$ cat config.mk
export PLATFORM = sky130hd
export DESIGN_NAME = expr_checker_param
export DESIGN_NICKNAME = d
export VERILOG_FILES = /design/src/rtl/expr_checker_param.sv
export SDC_FILE = /design/constraint.sdc
export NUM_CORES = 1
export LEC_CHECK = 0
export BUFFER_PORTS_ARGS = -buffer_cell sky130_fd_sc_hd__buf_2
export CAP_MARGIN = 30
export CORE_MARGIN = 8
export CORE_UTILIZATION = 58
export CTS_CLUSTER_SIZE = 25
export DETAILED_ROUTE_END_ITERATION = 6
export PLACE_DENSITY = 0.85
export SKIP_LAST_GASP = 1
export SLEW_MARGIN = 10
export SYNTH_ARGS = -nofsm -noshare
export SYNTH_HDL_FRONTEND = slang
export SYNTH_SLANG_ARGS = --single-unit
$ cat constraint.sdc
create_clock -name clk -period 3.03 [get_ports clk]
set_input_delay 0.303 -clock clk [delete_from_list [all_inputs] [get_ports clk]]
set_output_delay 0.303 -clock clk [all_outputs]
set_load 0.03 [all_outputs]
$ cat src/rtl/expr_checker_param.sv
// Streaming syntax checker for arithmetic expressions, one ASCII char per enabled cycle.
// Handles multi-digit numbers of bounded length, optional '-' and '/' operators and
// parentheses nested up to a bounded depth. Errors are sticky until clr.
module expr_checker_param #(
    parameter int unsigned MAX_DIGITS = 4,
    parameter int unsigned MAX_DEPTH  = 4,
    parameter bit          ALLOW_SUB  = 1'b1,
    parameter bit          ALLOW_DIV  = 1'b0,
    localparam int unsigned DW        = $clog2(MAX_DEPTH + 1)
) (
    input  logic          clk,
    input  logic          clr,
    input  logic          en,
    input  logic [7:0]    in,
    output logic          out,
    output logic          err,
    output logic [DW-1:0] depth
);

    typedef enum logic [2:0] {
        StIdle    = 3'd0,
        StNum     = 3'd1,
        StOpnd    = 3'd2,
        StClose   = 3'd3,
        StInvalid = 3'd4
    } state_e;

    localparam logic [3:0]    MaxCnt = 4'(MAX_DIGITS);
    localparam logic [DW-1:0] MaxDep = DW'(MAX_DEPTH);
    localparam logic [DW-1:0] OneDep = DW'(1);

    state_e        state_q, state_d;
    logic [3:0]    cnt_q, cnt_d;
    logic [DW-1:0] depth_d;
    logic          out_d, err_d;
    logic          is_dig, is_op, is_l, is_r, is_nul;

    // Character classification; disallowed operators fall through to "other".
    always_comb begin
        is_dig = (in >= 8'h30) && (in <= 8'h39);
        is_op  = (in == 8'h2b) || (in == 8'h2a) ||
                 (ALLOW_SUB && (in == 8'h2d)) || (ALLOW_DIV && (in == 8'h2f));
        is_l   = (in == 8'h28);
        is_r   = (in == 8'h29);
        is_nul = (in == 8'h00);
    end

    // Next-state: any unlisted transition goes INVALID with depth/cnt left frozen.
    always_comb begin
        state_d = state_q;
        cnt_d   = cnt_q;
        depth_d = depth;
        if (en) begin
            unique case (state_q)
                StIdle, StOpnd: begin
                    if (is_dig) begin
                        state_d = StNum;
                        cnt_d   = 4'd1;
                    end else if (is_l && depth != MaxDep) begin
                        state_d = StOpnd;
                        depth_d = depth + OneDep;
                        cnt_d   = 4'd0;
                    end else if (!(is_nul && state_q == StIdle)) begin
                        state_d = StInvalid;
                    end
                end
                StNum: begin
                    if (is_dig && cnt_q < MaxCnt) begin
                        cnt_d = cnt_q + 4'd1;
                    end else if (is_op) begin
                        state_d = StOpnd;
                        cnt_d   = 4'd0;
                    end else if (is_r && depth != '0) begin
                        state_d = StClose;
                        depth_d = depth - OneDep;
                        cnt_d   = 4'd0;
                    end else begin
                        state_d = StInvalid;
                    end
                end
                StClose: begin
                    if (is_op) begin
                        state_d = StOpnd;
                        cnt_d   = 4'd0;
                    end else if (is_r && depth != '0) begin
                        depth_d = depth - OneDep;
                        cnt_d   = 4'd0;
                    end else begin
                        state_d = StInvalid;
                    end
                end
                StInvalid: state_d = StInvalid;
                default: begin
                    // Unreachable encodings recover to a clean idle.
                    state_d = StIdle;
                    cnt_d   = 4'd0;
                    depth_d = '0;
                end
            endcase
        end
    end

    // Moore outputs computed from the next state so they are registered alongside it.
    always_comb begin
        out_d = ((state_d == StNum) || (state_d == StClose)) && (depth_d == '0);
        err_d = (state_d == StInvalid);
    end

    // State, counters and registered outputs; clr aborts asynchronously.
    always_ff @(posedge clk or posedge clr) begin
        if (clr) begin
            state_q <= StIdle;
            cnt_q   <= 4'd0;
            depth   <= '0;
            out     <= 1'b0;
            err     <= 1'b0;
        end else begin
            state_q <= state_d;
            cnt_q   <= cnt_d;
            depth   <= depth_d;
            out     <= out_d;
            err     <= err_d;
        end
    end

endmodule

==> impl_metrics.json <==
{
  "grt.busiest_layer": "met2",
  "seq_area_frac_synth": 0.339,
  "yosys_warnings": 0,
  "nets": 132,
  "clk_path_buf_depth": 2,
  "ys_ff_latch": 12,
  "syn_inst": 102,
  "avgRoutedWirePerCell_um": 15.1,
  "crit_path_end_kind": "flop",
  "worst_pin_slew_ns": 0.410,
  "synth_area_um2": 886,
  "cts_made_buffers": 3,
  "dp_hpwl_um": 1560,
  "syn2layout_area_growth_pct": 9.75,
  "fin_hold_ws_ns": 0.0168,
  "powerDensity_nw_per_um2": 431,
  "tritoncts": "built",
  "die_h_um": 55.1,
  "nFillCells": 140,
  "grtUsageMet3": 0.0294,
  "initial_utilization": 0.602,
  "antenna_found_initial": 0,
  "drc_errors": 0,
  "dieArea_um2": 3030,
  "cts_root_buffer": "clkbuf_4",
  "critPathKind": "reg2reg",
  "fmax_mhz": 460,
  "grt_max_degree": 13,
  "skew_ns": 0.00398,
  "slew_headroom": 0.726,
  "finalNonFillerCells": 131,
  "synthDistinctLibCells": 38,
  "viasPerCell": 6.48,
  "synth_nets": 117,
  "final_layout_size_suffix_gt1_frac": 0.217,
  "htreeDepth": 1,
  "first_global_vias": 792,
  "vias": 849,
  "rows": 14,
  "drv_slew": 0,
  "hold_viol": 0,
  "clk_pin_slew_ns": 0.06,
  "pin_count": 16,
  "track_usage": 0.147,
  "leakage_nw": 0.431,
  "min_path_type": "in2async",
  "chipWidth_um": 55.1,
  "numClockSinks": 12,
  "timing.final.crit_period_ns": 2.17,
  "crit_arrival_ns": 2.34,
  "final-seq-area_um2": 300,
  "cts_setup_buffers": 0,
  "place_inst": 128,
  "initialDrtViolationCount": 22,
  "setup-tns-final_ns": 0,
  "cts_resized": 0,
  "multiInputGateArea_um2": 539,
  "wl_um": 1980,
  "finalPower_w": 0.000419,
  "irDropWorstVdd_v": 0.000305,
  "avgSynthCellArea_um2": 8.68,
  "status": "finished clean",
  "cp-start-kind": "flop",
  "drtPass1Iterations": 4,
  "place_congestion": 0.906,
  "setup_viol": 0,
  "layout_worst_path_cycle_share": 0.717,
  "antenna_cells": 0,
  "antenna_left": 0,
  "required_ns": 3.20,
  "core_um2": 1470,
  "clk_latency_ns": 0.26,
  "portBuffers": 15,
  "use_met2": 0.220,
  "grt_pass1_wl_um": 3340,
  "grt_util_met1": 0.195,
  "hold_buffers": 0,
  "rsz0062_at_grt": "no",
  "grt_overflow": 0,
  "max-cap-violations": 0,
  "fin_util": 0.661,
  "cp_max_fo": 5
}
worst paths after layout:
path                           from  endpoint  slack (ns)  cells past startpoint
max                        depth[0]       out        0.86                      8
min                             clr  cnt_q[1]        0.02                      2
max reg2reg                depth[0]       out        0.86                      8
min reg2reg                cnt_q[1]  cnt_q[1]        0.51                      1
max in group asynchronous       clr  depth[1]        2.72                      2
min in group clk                 en  cnt_q[0]        0.41                      3
cell usage after synthesis:
| cell type | instances | area [um2] |
|---|---|---|
| nor2_1 | 5 | 18.8 |
| and2_4 | 1 | 8.76 |
| a41o_2 | 1 | 11.3 |
| o31a_1 | 2 | 17.5 |
| nor2b_1 | 2 | 12.5 |
| nand2_1 | 9 | 33.8 |
| nor3b_1 | 1 | 7.51 |
| o2bb2ai_1 | 2 | 17.5 |
| a311oi_1 | 2 | 17.5 |
| o41ai_1 | 1 | 8.76 |
| o21ai_1 | 1 | 5.00 |
| buf_4 | 1 | 7.51 |
| nand3b_1 | 1 | 7.51 |
| and4_1 | 1 | 8.76 |
| o21ai_0 | 5 | 25.0 |
| and4bb_1 | 1 | 12.5 |
| buf_6 | 1 | 11.3 |
| dfrtp_1 | 12 | 300 |
| nand3_1 | 7 | 35.0 |
| a211oi_1 | 2 | 15.0 |
| buf_2 | 1 | 5.00 |
| a21oi_1 | 8 | 40.0 |
| nor4b_1 | 1 | 8.76 |
| clkbuf_1 | 2 | 7.51 |
| nor4b_2 | 1 | 15.0 |
| a32o_1 | 2 | 20.0 |
| or3_4 | 1 | 11.3 |
| nor3_1 | 5 | 25.0 |
| and2_1 | 2 | 12.5 |
| o221ai_1 | 1 | 8.76 |
| nand4_1 | 3 | 18.8 |
| and3_1 | 3 | 18.8 |
| o21ba_2 | 1 | 10.0 |
| nor3_2 | 1 | 10.0 |
| ha_1 | 4 | 50.1 |
| inv_1 | 4 | 15.0 |
| a31o_2 | 1 | 8.76 |
| nand2b_1 | 3 | 18.8 |
worst max-delay path, stage by stage, from the launching register on:
cell      delay [ns]
dfrtp_1         0.40
inv_1           0.09
ha_1            0.26
nand2b_1        0.13
and2_4          0.18
a311oi_1        0.09
o31a_1          0.29
or3_4           0.40
nor4b_2         0.26
sequential cells by signal (all words and copies together) (netlist names):
register  count
depth         3
err           1
out           1
state_q       3
cnt_q         4
layout make-up:
cell class,instances,area share
Timing Repair Buffer,15,0.0772
Multi-Input combinational cell,81,0.555
Tap cell,16,0.0206
Sequential cell,12,0.309
Clock buffer,3,0.0232
Inverter,4,0.0154
power breakdown:
part           internal [W]  leakage, nW  total [W]  switching (W)
clock             0.0000458       0.0138  0.0000881      0.0000424
combinational     0.0000493        0.256   0.000138      0.0000883
sequential         0.000174        0.161   0.000193      0.0000189
placed cells by master (no fill, tap or decap):
cell type  instances
buf_2             15
dfrtp_1           12
nand2_1            9
a21oi_1            8
nand3_1            7
nor2_1             5
o21ai_0            5
nor3_1             5
inv_1              4
ha_1               4
nand2b_1           3
and3_1             3
nand4_1            3
clkbuf_4           3
and2_1             2
nor2b_1            2
o31a_1             2
a311oi_1           2
a211oi_1           2
o2bb2ai_1          2
a32o_1             2
and2_4             1
nor3_2             1
and4_1             1
and4bb_1           1
nand3b_1           1
a41o_2             1
o221ai_1           1
o21ba_2            1
nor4b_1            1
or3_4              1
a31o_2             1
o21ai_1            1
nor4b_2            1
nor3b_1            1
o41ai_1            1
metal layers:
metal | up-vias | wire [um]
met4 | 0 | 30
met1 | 391 | 873
li1 | 413 | -
met3 | 5 | 182
met2 | 40 | 891
met5 | - | 0
logic make-up after synthesis:
family,synth area share
adder cells (fa/ha/maj),0.0565
flip-flops,0.339
AO/OA/AOI/OAI,0.232
AND/OR/NAND/NOR,0.321
buffers and inverters,0.0523
through the flow:
step	cell area (um2)	setup slack, ns
3_3_place_gp	950	0.907
2_1_floorplan	886	0.799
4_1_cts	972	0.855
3_5_place_dp	950	0.852
5_1_grt	972	0.695
6_report	972	0.857
Note: power is estimated with default switching activity, not from simulation.
